$ cat src/rtl/mini_cpu_core.sv
// mini_cpu_core: multi-cycle fetch/exec/mem core with handshaked instruction and data ports
module mini_cpu_core #(
  parameter int DW = 8,
  parameter int AW = 8,
  parameter int NREG = 8,
  localparam int RW = $clog2(NREG),
  localparam int IW = 4 + 2 * RW + DW
) (
  input  logic          CLK,
  input  logic          RESET_N,
  input  logic          START,
  output logic          IMEM_REQ,
  output logic [AW-1:0] IMEM_ADDR,
  input  logic          IMEM_ACK,
  input  logic [IW-1:0] IMEM_DATA,
  output logic          DMEM_REQ,
  output logic          DMEM_WE,
  output logic [AW-1:0] DMEM_ADDR,
  output logic [DW-1:0] DMEM_WDATA,
  input  logic          DMEM_ACK,
  input  logic [DW-1:0] DMEM_RDATA,
  output logic [AW-1:0] PC,
  output logic          ZERO,
  output logic          HALTED
);
  typedef enum logic [1:0] {IDLE, FETCH, EXEC, MEM} state_t;
  state_t state, state_nx;
  logic [IW-1:0] ir;
  logic [AW-1:0] pc, pc_inc;
  logic [DW-1:0] rf [NREG];
  logic zero, halted;
  logic [3:0] op;
  logic [RW-1:0] rd, rs1, rs2;
  logic [DW-1:0] imm, rdv, rs1v, rs2v, alu;
  logic is_alu, is_mem, is_st, taken;
  assign op = ir[IW-1 -: 4];
  assign rd = ir[IW-5 -: RW];
  assign rs1 = ir[IW-5-RW -: RW];
  assign imm = ir[DW-1:0];
  assign rs2 = imm[RW-1:0];
  assign rdv = rf[rd];
  assign rs1v = rf[rs1];
  assign rs2v = rf[rs2];
  assign pc_inc = pc + 1'b1;
  assign is_alu = op <= 4'h6;
  assign is_st = op == 4'h8;
  assign is_mem = op == 4'h7 || is_st;
  assign taken = (op == 4'h9 && rs1v == '0) || op == 4'hA;
  always_comb
    alu = op == 4'h0 ? imm :
          op == 4'h1 ? rs2v :
          op == 4'h2 ? rs1v + rs2v :
          op == 4'h3 ? rs1v - rs2v :
          op == 4'h4 ? rs1v & rs2v :
          op == 4'h5 ? rs1v | rs2v : rs1v >> rs2v;
  always_ff @(posedge CLK or negedge RESET_N)
    if (!RESET_N) state <= IDLE;
    else state <= state_nx;
  always_comb begin
    state_nx = state;
    case (state)
      IDLE:  state_nx = START ? FETCH : IDLE;
      FETCH: state_nx = IMEM_ACK ? EXEC : FETCH;
      EXEC:  state_nx = is_mem ? MEM : op == 4'hF ? IDLE : FETCH;
      MEM:   state_nx = DMEM_ACK ? FETCH : MEM;
      default: state_nx = IDLE;
    endcase
  end
  always_ff @(posedge CLK or negedge RESET_N)
    if (!RESET_N) begin
      pc <= '0;
      ir <= '0;
      zero <= 1'b0;
      halted <= 1'b0;
      for (int i = 0; i < NREG; i++) rf[i] <= '0;
    end else begin
      if (state == IDLE && START) halted <= 1'b0;
      if (state == FETCH && IMEM_ACK) ir <= IMEM_DATA;
      if (state == EXEC) begin
        if (is_alu) begin
          rf[rd] <= alu;
          zero <= alu == '0;
        end
        pc <= taken ? imm[AW-1:0] : is_mem ? pc : pc_inc;
        if (op == 4'hF) halted <= 1'b1;
      end
      if (state == MEM && DMEM_ACK) begin
        pc <= pc_inc;
        if (!is_st) begin
          rf[rd] <= DMEM_RDATA;
          zero <= DMEM_RDATA == '0;
        end
      end
    end
  // requests decode straight from state so an async reset drops them at once
  assign IMEM_REQ = state == FETCH;
  assign IMEM_ADDR = pc;
  assign DMEM_REQ = state == MEM;
  assign DMEM_WE = DMEM_REQ && is_st;
  assign DMEM_ADDR = DMEM_REQ ? rs1v[AW-1:0] : '0;
  assign DMEM_WDATA = DMEM_WE ? rdv : '0;
  assign PC = pc;
  assign ZERO = zero;
  assign HALTED = halted;
endmodule

$ cat config.mk
export PLATFORM = sky130hd
export DESIGN_NAME = mini_cpu_core
export DESIGN_NICKNAME = d
export VERILOG_FILES = /design/src/rtl/mini_cpu_core.sv
export SDC_FILE = /design/constraint.sdc
export NUM_CORES = 1
export LEC_CHECK = 0
export ABC_CLOCK_PERIOD_IN_PS = 6800
export CELL_PAD_IN_SITES_DETAIL_PLACEMENT = 1
export CELL_PAD_IN_SITES_GLOBAL_PLACEMENT = 1
export CORE_ASPECT_RATIO = 1.75
export CORE_MARGIN = 2
export CORE_UTILIZATION = 54
export DETAILED_ROUTE_END_ITERATION = 8
export DONT_BUFFER_PORTS = 1
export PLACE_DENSITY_LB_ADDON = 0.1
export SYNTH_ARGS = -nofsm -noshare
export SYNTH_HDL_FRONTEND = slang
export SYNTH_SLANG_ARGS = --single-unit
$ cat constraint.sdc
create_clock -name CLK -period 6.8 [get_ports CLK]
set_input_delay 1.36 -clock CLK [delete_from_list [all_inputs] [get_ports CLK]]
set_output_delay 1.36 -clock CLK [all_outputs]
set_load 0.03 [all_outputs]
==> results of run 1 <==
-- state kept, by name, summed over array words and instances, names as in the netlist --
name	cells
ZERO	1
state	2
ir	18
IMEM_ADDR	8
rf	64
HALTED	1
-- routing by layer --
| layer | part of all wire | routed length (um) |
|---|---|---|
| met1 | 0.35 | 10300 |
| met2 | 0.51 | 14900 |
| met3 | 0.058 | 1690 |
| met4 | 0.082 | 2410 |
| met5 | 0 | 0 |
-- stage by stage --
step / util / instances / hold slack [ns] / setup WS, ns
detailed placement: 0.554 / 1008 / 0.554 / 1.26
CTS: 0.579 / 1024 / 0.570 / 1.18
floorplan: - / 887 / 0.497 / 2.35
global route: 0.579 / 1024 / 0.594 / 0.802
global placement: 0.554 / 1008 / 0.547 / 1.44
finish: 0.579 / 1024 / 0.571 / 1.12
-- cells by family after synthesis --
logic type / share of synthesized area
multiplexers: 0.222
flip-flops: 0.304
AO/OA/AOI/OAI: 0.184
XOR/XNOR: 0.00453
buffers and inverters: 0.0621
adder cells (fa/ha/maj): 0.0440
AND/OR/NAND/NOR: 0.179
-- cells in the final DEF, fill, tap and decap left out, types with 6 or more instances in the layout --
cell and instances:
a221oi_1 10, nor4_1 6, dfrtp_1 94, and2_1 8, a22oi_1 7, nor3_1 29
clkbuf_16 9, inv_1 27, mux2_2 31, a211oi_1 8, nor2_1 86, mux4_1 9
nor3b_1 6, mux4_2 24, nand3_1 14, a21oi_1 66, o22ai_1 7, nand2_1 105
nor2b_1 19, mux2i_1 49, o21ai_0 96, ha_1 24, buf_4 18
-- worst paths after layout --
check	depth (start not counted)	from	slack, ns	end
setup / recovery	16	ir[0]$_DFFE_PN0P_	1.12	ZERO$_DFF_PN0_
hold / removal	1	ir[7]$_DFFE_PN0P_	0.57	ir[7]$_DFFE_PN0P_
setup reg to reg	16	ir[0]$_DFFE_PN0P_	1.12	ZERO$_DFF_PN0_
hold reg to reg	1	ir[7]$_DFFE_PN0P_	0.57	ir[7]$_DFFE_PN0P_
max in group asynchronous	0	RESET_N	5.90	IMEM_ADDR[3]$_DFFE_PN0P_
min in group asynchronous	0	RESET_N	0.70	ir[15]$_DFFE_PN0P_
-- layout make-up --
cell class	count	area, sq um
clock inverter	6	115
clock buffer	10	229
fill	1658	5880
sequential	94	2350
tap	177	221
inverter	32	120
multi-input combinational	687	4920
timing repair buffer	18	135
==> results by group, run 1 <==
Outcome
  • Status: finished clean

Critical path
  • Worst Path Max Fanout: 22
  • Max incr delay on CP: 0.76 ns
  • CP most frequent cell: buf_4
  • Critical-path top delay cell: a2bb2oi_1
  • WP data arrival: 5.91 ns
  • Buf/Inv on CP: 3
  • CP cell instances: buf_4 -> mux4_2 -> mux2i_1 -> buf_4 -> clkinv_1 -> ha_1 -> fa_1 -> o21bai_1 -> a21oi_1 -> and2_1 -> or3_1 -> a32oi_1 -> a2bb2oi_1 -> nand2_1 -> or4_1 -> o41ai_2
  • Crit. End Element: flop
  • Crit-path leading delay family: compound AO/OA/AOI/OAI gates
  • CP Launch Type: flop
  • Critical path class: reg2reg
  • Worst EP required: 7.03 ns

Routing
  • Drt first pass iters: 5
  • Routed vias: 7314
  • Number of routed nets with antenna violations: 0
  • Post-route DRC: 0
  • DRT iter0 DRCs: 550
  • Drt wl/cell: 28.6 um
  • Via/cell ratio: 7.14
  • Wirelength, routed: 29300 um

Synthesis
  • Top post-synthesis cells by area: dfrtp_1 (30%), mux4_2 (7.0%), mux2i_1 (6.3%), o21ai_0 (6.2%), nand2_1 (5.1%)
  • Share of the synthesized area in the top cell type: 0.304
  • Cells after synthesis: 887
  • Ys flop type: dfrtp_1
  • Count of flip-flops with a built-in enable after synthesis: 0
  • Sequential share of the synthesized area: 0.304
  • Synth top cells by count: nand2_1 (105), o21ai_0 (96), dfrtp_1 (94)
  • Flops & latches, synth: 94
  • Async SR Flop Fraction: 1.00
  • Synth Net Count: 944
  • Synth Area per Inst: 8.72 sq um
  • Top-count cell post-synth: nand2_1
  • Synth Cell Area: 0.00773 sq mm
  • Synth Warn #: 0
  • Count of cell types in the netlist: 71
  • Area leader, netlist: dfrtp_1

Flow run
  • Max-cap violations: 0

STA
  • Crit share post-route: 0.836
  • Final Hold Vio Count: 0
  • RSZ-0062 raised after global routing: no
  • Setup TNS after final layout: 0 ns
  • Max-slew violation count: 0
  • Clock Skew: 0.0142 ns
  • Fmax: 176 MHz
  • Number of setup violations in the final report: 0
  • Minimum clock period: 5.68 ns
  • Least-Margin Pin Slew: 1.12 ns
  • Slew HR: 0.252

Floorplan
  • Die area: 0.0153 sq mm
  • Die Y: 162 um
  • Core Area: 0.0140 sq mm
  • Initial Util: 0.553
  • Row cnt: 57
  • IO Count: 68
  • Die Width: 94.5 um

CTS
  • Clk slew on worst S/H paths: 0.07 ns
  • Post-CTS setup buffer count: 0
  • Cts hold-fix bufs: 0
  • Clock sinks: 94
  • Num CTS Buffers: 9
  • CTS max path bufs: 2
  • Cts repair resizes: 0
  • Worst skew pair latency: 0.35 ns
  • CTS tree: yes
  • CTS Root Cell: clkbuf_16
  • H-tree levels: 3

Final layout
  • Post-route cell area: 0.00809 sq mm
  • Number of diodes: 0
  • Nets: 899
  • Share of cells above drive strength 1: 0.133
  • Area Growth Syn to Fin: 4.66%

Global route
  • Grt ovf: 0
  • Largest net degree at the start of global routing: 95
  • M3 GR Usage: 0.0543
  • All-Layer GR Usage: 0.390
  • Met2 Use GR: 0.676
  • Vias in the first global route: 7807
  • Met1 Use GR: 0.430
  • Initial antenna violation count: 0
  • First-pass GRT wire length: 44700 um
  • GRT busiest layer: met2

Placement
  • Gpl congestion: 0.953
  • PortBufs: 0
  • Dpl hpwl: 21100 um
  • Area after DPL: 0.00775 sq mm

Min path
  • Hold crit path type: reg2reg
Power of run 1 is left out: the tool's default activity adds up to more than one toggle a clock period on the data nets, which glitch-free logic cannot reach.
==> inputs of run 2 (changes only) <==
--- a/config.mk
+++ b/config.mk
@@ -5,12 +5,12 @@
 export SDC_FILE = /design/constraint.sdc
 export NUM_CORES = 1
 export LEC_CHECK = 0
-export ABC_CLOCK_PERIOD_IN_PS = 6800
+export ABC_CLOCK_PERIOD_IN_PS = 5940
 export CELL_PAD_IN_SITES_DETAIL_PLACEMENT = 1
 export CELL_PAD_IN_SITES_GLOBAL_PLACEMENT = 1
 export CORE_ASPECT_RATIO = 1.75
 export CORE_MARGIN = 2
-export CORE_UTILIZATION = 54
+export CORE_UTILIZATION = 50
 export DETAILED_ROUTE_END_ITERATION = 8
 export DONT_BUFFER_PORTS = 1
 export PLACE_DENSITY_LB_ADDON = 0.1
==> constraint.sdc (replaced) <==
create_clock -name CLK -period 5.94 [get_ports CLK]
set_input_delay 1.188 -clock CLK [delete_from_list [all_inputs] [get_ports CLK]]
set_output_delay 1.188 -clock CLK [all_outputs]
set_load 0.03 [all_outputs]
==> results by group, run 2 (synthesis results as in run 1) <==
Placement
  • Area after DPL: 0.00781 sq mm
  • PortBufs: 0
  • Gpl congestion: 0.983
  • Dpl hpwl: 21400 um

Final layout
  • Biggest register: rf
  • Sequential cell area: 0.00235 sq mm
  • Max reg flops: 64
  • Nets: 905
  • Most frequent cells in the layout: nand2_1 (105), o21ai_0 (96), dfrtp_1 (94)
  • Fill cells: 1809
  • Post-route cell area: 0.00811 sq mm
  • Share of cells above drive strength 1: 0.141
  • Area Growth Syn to Fin: 4.82%
  • Number of diodes: 0
  • Area occupied by multi-input gates: 0.00492 sq mm
  • Commonest non-fill, non-tap cell in the layout: nand2_1

Global route
  • Largest net degree at the start of global routing: 95
  • First-pass GRT wire length: 44800 um
  • Vias in the first global route: 7744
  • All-Layer GR Usage: 0.355
  • Initial antenna violation count: 0
  • Grt ovf: 0

CTS
  • Clk slew on worst S/H paths: 0.09 ns
  • H-tree levels: 3
  • CTS tree: yes
  • Worst skew pair latency: 0.37 ns
  • Cts hold-fix bufs: 0
  • Cts repair resizes: 0
  • CTS Root Cell: clkbuf_16
  • Clock sinks: 94
  • CTS max path bufs: 2
  • Num CTS Buffers: 9
  • Post-CTS setup buffer count: 0

Critical path
  • CP most frequent cell: buf_4
  • CP Launch Type: flop
  • Reg2reg path depth: 16
  • Reg2Reg Setup Slack: 1.06 ns
  • Crit path depth: 16
  • Crit. Startpoint: ir[0]$_DFFE_PN0P_
  • Reg-to-Reg Start: ir[0]$_DFFE_PN0P_
  • Crit. End Element: flop
  • Critical-path top delay cell: dfrtp_1
  • Worst EP required: 6.21 ns
  • Max incr delay on CP: 0.64 ns
  • CP cell instances: mux4_2 -> mux2i_1 -> buf_4 -> clkinv_1 -> ha_1 -> fa_1 -> o21bai_1 -> a21oi_1 -> and2_1 -> or3_1 -> a32oi_1 -> a2bb2oi_1 -> buf_4 -> nand2_1 -> or4_1 -> o41ai_2
  • Worst Path Max Fanout: 11
  • Crit path to: ZERO$_DFF_PN0_
  • R2R Path End: ZERO$_DFF_PN0_
  • Crit-path leading delay family: simple AND/OR/NAND/NOR gates
  • WP data arrival: 5.15 ns
  • Buf/Inv on CP: 3
  • Critical path class: reg2reg

Floorplan
  • IO Count: 68
  • Row cnt: 60
  • Initial Util: 0.507
  • Die Y: 169 um
  • Core Area: 0.0152 sq mm
  • Die Width: 98.0 um
  • Die area: 0.0165 sq mm

Routing
  • Via/cell ratio: 6.88
  • Number of routed nets with antenna violations: 0
  • DRT iter0 DRCs: 389
  • Wirelength, routed: 28500 um
  • Post-route DRC: 0
  • Drt first pass iters: 5
  • Routed vias: 7152
  • Drt wl/cell: 27.5 um

STA
  • Least-Margin Pin Slew: 0.970 ns
  • Fmax: 205 MHz
  • Clock Skew: 0.0224 ns
  • Setup TNS after final layout: 0 ns
  • Number of setup violations in the final report: 0
  • RSZ-0062 raised after global routing: no
  • Minimum clock period: 4.88 ns
  • Slew HR: 0.349
  • Hold_ws: 0.498 ns
  • Final Hold Vio Count: 0
  • Max-slew violation count: 0
  • Crit share post-route: 0.821

Outcome
  • Status: finished clean

Min path
  • Hold crit path type: in2async

Flow run
  • Max-cap violations: 0
==> run 2: changes by cell type in the layout (fill, tap and decap cells not counted), sizes merged <==
cell    delta
buf        +6
clkinv     +3
inv        +1
clkbuf     -1
bufinv     -3
==> run 2: layout make-up <==
| class | instances | area share |
|---|---|---|
| Clock inverter | 7 | 0.00926 |
| Tap cell | 186 | 0.0287 |
| Timing Repair Buffer | 24 | 0.0222 |
| Inverter | 32 | 0.0148 |
| Multi-Input combinational cell | 687 | 0.607 |
| Clock buffer | 9 | 0.0278 |
| Sequential cell | 94 | 0.290 |
==> run 2: layer usage <==
layer  part of all wire  global-route usage  vias up
li1                   -                   -     3124
met3              0.047              0.0562      101
met4              0.060               0.211        0
met2               0.54               0.647      276
met1               0.36               0.380     3651
met5                  0                   0        -
==> run 2: worst reg2reg max path: cells and delay by family, from the launching register on <==
| kind | cells | cell delay [ns] |
|---|---|---|
| flip-flops | 1 | 0.64 |
| multiplexers | 2 | 0.73 |
| AND/OR/NAND/NOR | 4 | 1.02 |
| buffers and inverters | 3 | 0.67 |
| AO/OA/AOI/OAI | 5 | 0.95 |
| adder cells (fa/ha/maj) | 2 | 0.78 |
==> run 2: worst min-delay path by stage <==
stage                            from  slack [ns]                        to
floorplan           ir[6]$_DFFE_PN0P_        0.50         ir[6]$_DFFE_PN0P_
global placement    ir[7]$_DFFE_PN0P_        0.54         ir[7]$_DFFE_PN0P_
detailed placement  ir[6]$_DFFE_PN0P_        0.56         ir[6]$_DFFE_PN0P_
CTS                           RESET_N        0.49  IMEM_ADDR[4]$_DFFE_PN0P_
global route                  RESET_N        0.49  IMEM_ADDR[4]$_DFFE_PN0P_
finish                        RESET_N        0.50  IMEM_ADDR[4]$_DFFE_PN0P_
==> run 2: through the flow <==
step           instances  utilization  setup WS, ns
2_1_floorplan        887            -          1.49
3_3_place_gp        1023        0.512          1.22
3_5_place_dp        1023        0.512          1.10
4_1_cts             1039        0.532          1.08
5_1_grt             1039        0.532         0.796
6_report            1039        0.532          1.06
Power of run 2 is left out for the same reason.
==> inputs of run 3 (changes only) <==
--- a/config.mk
+++ b/config.mk
@@ -5,12 +5,12 @@
 export SDC_FILE = /design/constraint.sdc
 export NUM_CORES = 1
 export LEC_CHECK = 0
-export ABC_CLOCK_PERIOD_IN_PS = 5940
+export ABC_CLOCK_PERIOD_IN_PS = 4480
 export CELL_PAD_IN_SITES_DETAIL_PLACEMENT = 1
 export CELL_PAD_IN_SITES_GLOBAL_PLACEMENT = 1
 export CORE_ASPECT_RATIO = 1.75
 export CORE_MARGIN = 2
-export CORE_UTILIZATION = 50
+export CORE_UTILIZATION = 45
 export DETAILED_ROUTE_END_ITERATION = 8
 export DONT_BUFFER_PORTS = 1
 export PLACE_DENSITY_LB_ADDON = 0.1
==> constraint.sdc (replaced) <==
create_clock -name CLK -period 4.48 [get_ports CLK]
set_input_delay 0.896 -clock CLK [delete_from_list [all_inputs] [get_ports CLK]]
set_output_delay 0.896 -clock CLK [all_outputs]
set_load 0.03 [all_outputs]
==> results by group, run 3 (synthesis results as in run 1) <==
Outcome
  • Status: finished clean

Floorplan
  • Die area: 0.0183 sq mm
  • Row cnt: 63
  • Initial Util: 0.458
  • Core Area: 0.0169 sq mm
  • Die Y: 177 um
  • IO Count: 68
  • Die Width: 103 um

Critical path
  • Worst EP required: 4.73 ns
  • Reg-to-Reg Start: ir[10]$_DFFE_PN0P_
  • Crit path depth: 15
  • Crit-path leading delay family: compound AO/OA/AOI/OAI gates
  • WP data arrival: 4.60 ns
  • CP Launch Type: flop
  • Buf/Inv on CP: 3
  • Reg2reg path depth: 15
  • Reg2Reg Setup Slack: 0.13 ns
  • Crit path to: ZERO$_DFF_PN0_
  • Crit. End Element: flop
  • Worst Path Max Fanout: 8
  • Critical path class: reg2reg
  • Max incr delay on CP: 0.68 ns
  • R2R Path End: ZERO$_DFF_PN0_
  • CP most frequent cell: buf_4
  • Crit. Startpoint: ir[10]$_DFFE_PN0P_
  • Critical-path top delay cell: dfrtp_1
  • CP cell instances: buf_4 -> mux4_1 -> mux2i_1 -> buf_4 -> inv_1 -> ha_1 -> o21bai_1 -> a21oi_1 -> o21ai_0 -> xnor2_1 -> nand2_1 -> a221oi_2 -> nor2_2 -> or4_1 -> o41ai_2

STA
  • Least-Margin Pin Slew: 1.13 ns
  • Fmax: 230 MHz
  • Clock Skew: 0.0150 ns
  • Max-slew violation count: 0
  • Slew HR: 0.243
  • Number of setup violations in the final report: 0
  • Setup TNS after final layout: 0 ns
  • RSZ-0062 raised after global routing: no
  • Crit share post-route: 0.971
  • Minimum clock period: 4.35 ns
  • Fin worst setup slack: 0.131 ns
  • Final Hold Vio Count: 0

Global route
  • Vias in the first global route: 7821
  • Grt ovf: 0
  • Largest net degree at the start of global routing: 95
  • Initial antenna violation count: 0
  • All-Layer GR Usage: 0.352
  • First-pass GRT wire length: 46500 um

Final layout
  • Number of diodes: 0
  • Max reg flops: 64
  • Area Growth Syn to Fin: 8.15%
  • Share of cells above drive strength 1: 0.168
  • Final Util: 0.496
  • Biggest register: rf
  • Nets: 930
  • Most frequent cells in the layout: nand2_1 (105), o21ai_0 (95), dfrtp_1 (93)
  • Commonest non-fill, non-tap cell in the layout: nand2_1

Min path
  • Hold crit path type: in2async

Routing
  • Post-route DRC: 0
  • Via/cell ratio: 6.54
  • Routed vias: 7222
  • Number of routed nets with antenna violations: 0
  • DRT iter0 DRCs: 473
  • Drt wl/cell: 28.1 um
  • Drt first pass iters: 4
  • Wirelength, routed: 31100 um

Placement
  • Dpl hpwl: 23600 um
  • Post-Place Worst Slack: 0.186 ns
  • PortBufs: 0
  • Gpl congestion: 1.01

CTS
  • Post-CTS setup buffer count: 0
  • Cts hold-fix bufs: 0
  • CTS Root Cell: clkbuf_16
  • Clk slew on worst S/H paths: 0.08 ns
  • CTS tree: yes
  • Num CTS Buffers: 9
  • H-tree levels: 3
  • CTS max path bufs: 2
  • Clock sinks: 94
  • Cts repair resizes: 0
  • Worst skew pair latency: 0.37 ns

Flow run
  • Max-cap violations: 0
## run 3: cell count changes in the layout (fill, tap and decap cells not counted), moves of 2 or more
cell      before  now
buf_4         24   48
inv_8          3    0
clkinv_2       0    2
clkinv_4       2    0
## run 3: routing by layer
layer  GRT usage  up-vias  wire length [um]
met1       0.367     3600             10600
met3      0.0536      144              1570
met5           0        -                 0
li1            -     3172                 -
met4       0.251        0              2480
met2       0.622      306             16400
## run 3: how the worst min path moves through the flow
stage / slack, ns / depth (start not counted) / end / startpoint
after floorplan: 0.50 / 1 / ir[6]$_DFFE_PN0P_ / ir[6]$_DFFE_PN0P_
after global placement: 0.57 / 1 / ir[3]$_DFFE_PN0P_ / ir[3]$_DFFE_PN0P_
after detailed placement: 0.57 / 1 / ir[3]$_DFFE_PN0P_ / ir[3]$_DFFE_PN0P_
after CTS: 0.21 / 0 / ir[14]$_DFFE_PN0P_ / RESET_N
after global routing: 0.21 / 0 / ir[14]$_DFFE_PN0P_ / RESET_N
final: 0.22 / 0 / ir[14]$_DFFE_PN0P_ / RESET_N
## run 3: stage by stage
step | cell area [sq um] | std cells | hold WS [ns]
CTS | 8340 | 1104 | 0.210
finish | 8360 | 1104 | 0.216
global route | 8360 | 1104 | 0.207
detailed placement | 8050 | 1089 | 0.572
global placement | 8050 | 1089 | 0.570
floorplan | 7730 | 887 | 0.497
## run 3: area by class of cell
class | instances | area, sq um
clock buffers | 11 | 243
inverters | 32 | 120
fillers | 2016 | 8500
flip-flops and latches | 94 | 2350
multi-input cells | 687 | 4940
well taps | 227 | 284
clock inverters | 4 | 47.5
repair buffers | 49 | 380
Power of run 3 is left out for the same reason.
